--- src/rtl/div_ctrl_pkg.sv ---
// Shared definitions for the iterative MIPS divider sequencer:
// state encoding and default operand width.
package div_ctrl_pkg;

    typedef enum logic [1:0] {
        IDLE = 2'd0,
        RUN  = 2'd1,
        DONE = 2'd2
    } div_state_t;

    localparam int DIV_WIDTH = 32;
    localparam int DIV_CNT_W = $clog2(DIV_WIDTH);

endpackage

--- src/rtl/div_ctrl_if.sv ---
// Execute-stage divide request, hazard stall and HI/LO write bundle.
// master = es/hazard/HI-LO side, slave = divider sequencer.
interface div_ctrl_if
    import div_ctrl_pkg::*;
#(
    parameter int WIDTH = DIV_WIDTH
);
    logic             es_valid;
    logic             es_div;
    logic             es_div_signed;
    logic [WIDTH-1:0] es_src1;
    logic [WIDTH-1:0] es_src2;
    logic             exc_flush;
    logic             div_block;
    logic             busy;
    logic             hilo_we;
    logic [WIDTH-1:0] lo_wdata;
    logic [WIDTH-1:0] hi_wdata;

    modport master (
        output es_valid, es_div, es_div_signed, es_src1, es_src2, exc_flush,
        input  div_block, busy, hilo_we, lo_wdata, hi_wdata
    );

    modport slave (
        input  es_valid, es_div, es_div_signed, es_src1, es_src2, exc_flush,
        output div_block, busy, hilo_we, lo_wdata, hi_wdata
    );
endinterface

--- src/rtl/div_ctrl.sv ---
// Radix-2 restoring divider sequencer for DIV/DIVU: one quotient bit per
// cycle on magnitudes, sign fix-up applied when the HI/LO pulse is issued.
module div_ctrl
    import div_ctrl_pkg::*;
#(
    parameter int WIDTH = DIV_WIDTH
) (
    input  logic      clk,
    input  logic      resetn,
    div_ctrl_if.slave dif
);
    localparam int CNT_W = (WIDTH > 1) ? $clog2(WIDTH) : 1;

    div_state_t       state, state_nxt;
    logic [CNT_W-1:0] cnt;
    logic [WIDTH-1:0] rem, quo, dvs;
    logic             q_neg, r_neg;
    logic             start, run_abort, last_step;
    logic [WIDTH-1:0] src1_mag, src2_mag;
    logic [WIDTH:0]   trial;

    assign start     = dif.es_valid & dif.es_div & ~dif.exc_flush;
    assign run_abort = dif.exc_flush | ~(dif.es_valid & dif.es_div);
    assign last_step = (cnt == CNT_W'(WIDTH - 1));
    assign src1_mag  = (dif.es_div_signed & dif.es_src1[WIDTH-1]) ? -dif.es_src1 : dif.es_src1;
    assign src2_mag  = (dif.es_div_signed & dif.es_src2[WIDTH-1]) ? -dif.es_src2 : dif.es_src2;
    // Borrow out (trial[WIDTH]) means the divisor did not fit: restore.
    assign trial     = {rem, quo[WIDTH-1]} - {1'b0, dvs};

    always_ff @(posedge clk or negedge resetn) begin
        if (!resetn) begin
            state <= IDLE;
        end else begin
            state <= state_nxt;
        end
    end

    always_comb begin
        state_nxt = state;
        case (state)
            IDLE:    if (start) state_nxt = RUN;
            RUN: begin
                if (run_abort)      state_nxt = IDLE;
                else if (last_step) state_nxt = DONE;
            end
            DONE:    state_nxt = IDLE;
            default: state_nxt = IDLE;
        endcase
    end

    always_comb begin
        dif.busy      = (state != IDLE);
        dif.div_block = dif.es_valid & dif.es_div & (state != DONE);
        dif.hilo_we   = (state == DONE) & ~dif.exc_flush;
        dif.lo_wdata  = q_neg ? -quo : quo;
        dif.hi_wdata  = r_neg ? -rem : rem;
    end

    always_ff @(posedge clk or negedge resetn) begin
        if (!resetn) begin
            cnt   <= '0;
            rem   <= '0;
            quo   <= '0;
            dvs   <= '0;
            q_neg <= 1'b0;
            r_neg <= 1'b0;
        end else if (state == IDLE) begin
            if (start) begin
                cnt   <= '0;
                rem   <= '0;
                quo   <= src1_mag;
                dvs   <= src2_mag;
                q_neg <= dif.es_div_signed & (dif.es_src1[WIDTH-1] ^ dif.es_src2[WIDTH-1]);
                r_neg <= dif.es_div_signed & dif.es_src1[WIDTH-1];
            end
        end else if (state == RUN) begin
            cnt <= cnt + CNT_W'(1);
            if (!trial[WIDTH]) begin
                rem <= trial[WIDTH-1:0];
            end else begin
                rem <= {rem[WIDTH-2:0], quo[WIDTH-1]};
            end
            quo <= {quo[WIDTH-2:0], ~trial[WIDTH]};
        end
    end

endmodule

--- src/flat_wrapper.sv ---
// flat-port wrapper written by rule: the top's interface ports become plain ports
module div_ctrl_flat import div_ctrl_pkg::*;
#(
    parameter int WIDTH = DIV_WIDTH
)
  (clk, resetn, dif_es_valid, dif_es_div, dif_es_div_signed, dif_es_src1, dif_es_src2, dif_exc_flush, dif_div_block, dif_busy, dif_hilo_we, dif_lo_wdata, dif_hi_wdata);
  div_ctrl_if #(.WIDTH(WIDTH)) dif_i ();
  input  logic clk;
  input  logic resetn;
  input wire logic [$bits(dif_i.es_valid)-1:0] dif_es_valid;
  input wire logic [$bits(dif_i.es_div)-1:0] dif_es_div;
  input wire logic [$bits(dif_i.es_div_signed)-1:0] dif_es_div_signed;
  input wire logic [$bits(dif_i.es_src1)-1:0] dif_es_src1;
  input wire logic [$bits(dif_i.es_src2)-1:0] dif_es_src2;
  input wire logic [$bits(dif_i.exc_flush)-1:0] dif_exc_flush;
  output wire logic [$bits(dif_i.div_block)-1:0] dif_div_block;
  output wire logic [$bits(dif_i.busy)-1:0] dif_busy;
  output wire logic [$bits(dif_i.hilo_we)-1:0] dif_hilo_we;
  output wire logic [$bits(dif_i.lo_wdata)-1:0] dif_lo_wdata;
  output wire logic [$bits(dif_i.hi_wdata)-1:0] dif_hi_wdata;
  assign dif_i.es_valid = dif_es_valid;
  assign dif_i.es_div = dif_es_div;
  assign dif_i.es_div_signed = dif_es_div_signed;
  assign dif_i.es_src1 = dif_es_src1;
  assign dif_i.es_src2 = dif_es_src2;
  assign dif_i.exc_flush = dif_exc_flush;
  assign dif_div_block = dif_i.div_block;
  assign dif_busy = dif_i.busy;
  assign dif_hilo_we = dif_i.hilo_we;
  assign dif_lo_wdata = dif_i.lo_wdata;
  assign dif_hi_wdata = dif_i.hi_wdata;
  div_ctrl #(.WIDTH(WIDTH)) u_core (.clk(clk), .resetn(resetn), .dif(dif_i));
endmodule
--- config.mk ---
export PLATFORM = sky130hd
export DESIGN_NAME = div_ctrl_flat
export DESIGN_NICKNAME = d
export VERILOG_FILES = /design/src/rtl/div_ctrl_pkg.sv /design/src/rtl/div_ctrl_if.sv /design/src/rtl/div_ctrl.sv /design/src/flat_wrapper.sv
export SDC_FILE = /design/constraint.sdc
export NUM_CORES = 1
export LEC_CHECK = 0
export ABC_CLOCK_PERIOD_IN_PS = 4040
export BUFFER_PORTS_ARGS = -buffer_cell sky130_fd_sc_hd__buf_4
export CAP_MARGIN = 20
export CORE_ASPECT_RATIO = 0.9
export CORE_MARGIN = 10
export CORE_UTILIZATION = 45
export CTS_CLUSTER_DIAMETER = 200
export DETAILED_ROUTE_END_ITERATION = 10
export PLACE_DENSITY = 0.74
export SKIP_LAST_GASP = 1
export SLEW_MARGIN = 25
export SYNTH_ARGS = -nofsm -noshare
export SYNTH_HDL_FRONTEND = slang
export SYNTH_SLANG_ARGS = --single-unit
--- constraint.sdc ---
create_clock -name clk -period 4.04 [get_ports clk]
set_clock_uncertainty 0.1 [all_clocks]
set_input_delay 0.202 -clock clk [delete_from_list [all_inputs] [get_ports clk]]
set_output_delay 0.202 -clock clk [all_outputs]
set_load 0.005 [all_outputs]
==> results.md <==
- Ys async rst share: between 90% and 100%
- Fin crit share: approximately 86%
- DRT iter0 DRCs: slightly below 700
- Worst Tran Pin Value: 1.05 ns
- WL/cell: approximately 18 um
- Critical Path AT: about 3.2 ns
- Post-layout power: between 0.006 and 0.007 W
- Post-Layout Cell Count: roughly 1500
- Worst skew pair latency: between 0.3 and 0.4 ns
- Setup CP Type: reg2out
- Core area: roughly 0.019 mm^2
- First-pass iteration count of the detailed router: 5
- Syn_nets: about 1200
- F_max: 288 MHz
- # DRC: 0
- DRT Wirelength: ~26000 um
- Antenna cells: 0
- Rows: between 40 and 50
- CP max stage delay: just over 0.6 ns
- Post-DP HPWL: just over 20000 um
- Max Root-Sink Buffers: 2
- Outcome: finished clean
- Worst-path clk slew: 0.07 ns
- Startpoint type of the worst setup path: flip-flop
- CP Data Required Time: about 3.7 ns
- CTS tree: yes
- Inst Count DP: 1469
- RSZ-0062 raised after global routing: no
- NumNets Final: ~1300
- Cell variety after synth: a little over 60
- Critical Path Sink Type: output pin
- Fillcell total: between 1500 and 2000
- VDD IR max: ~0.38 mV
- H-tree levels: 3
- Leak Pwr: around 4.7 nW
- Placed Instance Area: between 0.01 and 0.015 mm^2
- Post-Synth Adder-Cell Area: about 5.5%
- Vias in the first global route: roughly 8000
- Post-synthesis compound-gate area fraction: 22.1%
- Vias per cell: ~5.8
- Pre-CTS setup slack: 0.753 ns
- All-layer global routing usage: 19.6%
- Synthesized area: a little under 0.009 mm^2
- Rel. slew slack: 30.0%
- Final number of setup-violating endpoints: 0
- Initial Util: between 40 and 50%
- Syn-to-layout area delta: 17.2%
- Share of cells above drive strength 1: around 15%
- Total clock buffers created by CTS: 9
- CP top delay family: simple AND/OR/NAND/NOR gates
- Initial antenna violation count: 0
- Post-synthesis mux area share: under 10%
- Hold path depth: 3
- Die area: ~0.026 mm^2
- FF-to-FF path depth: 13
- IO Pins: roughly 140
- Final Hold Vio Count: 0
- Period minus WS final: 3.47 ns
- Main combinational cell family by area after synthesis: compound AO/OA/AOI/OAI gates
- Max Cap Viol: 0
- FF+latch count, synth: between 100 and 150
- Peak fanout along the critical path: 5
- CP Buf/Inv Count: 1
- XOR/XNOR Fraction of Synth Area: between 10% and 20%
- Setup WS post-layout: about 0.57 ns
- Post-CTS Setup Inserts: 0
- CTS sink cnt: between 100 and 150
- Mapped Cells: roughly 1100
- Clock root cell: clkbuf_16
- Fin area: approximately 0.010 mm^2
- Seq/Total Area, Yosys: between 20 and 30%
- Hold WC Path Type: in2reg
- Largest net degree at the start of global routing: 80
- Sum of negative setup slack: 0 ns
- Die width: around 170 um
- Yosys warning total: 0
- Synth Flop Type: dfrtp_1
- Post-synth EDFFs: 0
- GR Overflow Total: 0
- First-pass GRT wire length: between 40000 and 50000 um
- Final slew viol count: 0
- Crit path depth: 8
- Crit-path cells: or4_1 -> nor4_1 -> nor2b_1 -> nand3_1 -> or2_1 -> o31ai_1 -> xnor2_1 -> buf_4
- Die height: between 150 and 200 um
- Syn Area/Cell: slightly below 8 um^2
- Worst path slowest cell: or4_1
- Pwr Density: 616 mW/mm^2
- Synth Area in Simple Gates: roughly a fifth
- GPL Wtd Cong: about 0.96
- Final ANT Viol Nets: 0
- PortBufs: between 100 and 150
- Via count: 8559
## cell type report
| cell class | count | area [um^2] | share of cell area, % |
|---|---|---|---|
| inverters | 56 | 210 | 2.01 |
| clock buffers | 10 | 239 | 2.28 |
| well taps | 250 | 313 | 2.99 |
| flip-flops and latches | 105 | 2630 | 25.1 |
| multi-input cells | 910 | 5860 | 55.9 |
| repair buffers | 149 | 1140 | 10.9 |
| clock inverters | 6 | 88.8 | 0.848 |
## Yosys cell counts, drive strengths merged, types with 13 or more instances
library cell  instances  area (um^2)
nand3                41          205
nor3                 20          100
a31oi                26          163
dfrtp               105         2630
a21oi                67          335
nor2                 83          312
xnor2               106          928
nor4                 13         87.6
xor2                 43          395
mux2i                29          290
clkbuf               50          188
o31ai                24          194
inv                  56          210
nand2               143          539
o21ai               115          576
ha                   38          475
a21o                 17          128
## worst paths after layout
kind | startpoint | to | slack (ns)
min in group asynchronous | resetn | u_core.quo[8] | 0.32
worst max register to register | u_core.quo[31] | u_core.rem[21] | 0.70
worst min register to register | u_core.dvs[26] | u_core.dvs[26] | 0.38
worst max-delay path | u_core.rem[10] | dif_hi_wdata[28] | 0.57
worst min-delay path | dif_es_src2[30] | u_core.dvs[30] | 0.02
max in group asynchronous | resetn | u_core.rem[18] | 2.66
## routing by layer
metal	vias to the layer above	GRT usage, %	part of all wire (%)
li1	4193	-	-
met5	-	0	0
met3	23	5.38	8.5
met1	4049	27.9	47
met4	0	4.64	1.3
met2	294	28.8	43
## placed cells by master, fill, tap and decap left out, types with 5 or more instances in the layout
cell type,count
and3_1,9
nor4_1,12
inv_1,55
clkbuf_16,9
buf_4,146
xor2_1,42
a21o_1,17
nand2b_1,9
a31oi_1,26
o21ai_0,106
o21ai_1,9
o211ai_1,8
or4_1,10
nor2_1,81
a211oi_1,6
o21a_1,10
nand3_1,41
a21oi_1,67
o31ai_1,23
nor3_1,20
and2_1,6
mux2i_1,29
or3_1,10
dfrtp_1,105
o41ai_1,10
ha_1,38
xnor2_1,106
nand3b_1,6
nand2_1,141
a22oi_1,8
or2_2,5
nand4_1,6
## worst reg2reg max path, delay by kind of cell (launching register included)
| family | cells | cell delay, ns |
|---|---|---|
| DFF | 1 | 0.36 |
| muxes | 1 | 0.24 |
| and+or+nand+nor | 1 | 0.18 |
| xor gates and xnor gates | 1 | 0.18 |
| AOI/OAI and AO/OA | 6 | 1.19 |
| buffers and inverters | 2 | 0.33 |
| adders and majority gates | 2 | 0.60 |
## registers in the layout, indices dropped and copies added (netlist names)
name          cells
u_core.cnt        5
u_core.dvs       32
u_core.q_neg      1
u_core.state      2
u_core.rem       32
u_core.quo       32
u_core.r_neg      1
## through the flow
stage,utilization (%),hold WS [ns]
2_1_floorplan,-,-0.194
3_3_place_gp,52.4,0.333
3_5_place_dp,52.4,0.336
4_1_cts,54.1,0.0166
5_1_grt,54.1,0.0213
6_report,54.1,0.0249
## what timing repair did
item | CTS | global route
endpoints found under the hold margin | 78 | 0
gates resized for setup | 0 | 0
hold buffers | 1 | 0
## kinds of logic (layout without fill, tap and decap cells)
group	after synthesis	count (layout)
AOI/OAI and AO/OA	318	318
xor gates and xnor gates	149	149
adders and majority gates	39	39
buffers and inverters	116	221
DFF	105	105
muxes	29	29
and+or+nand+nor	375	375
## report_power, final
group / leakage (nW) / switching (W) / total, W / internal [W]
Combinational: 3.22 / 0.00198 / 0.00376 / 0.00178
Sequential: 1.32 / 0.000407 / 0.00170 / 0.00130
Clock: 0.155 / 0.000425 / 0.000987 / 0.000562
Total: 4.70 / 0.00281 / 0.00645 / 0.00364
Power figures use the tool's default switching activity.
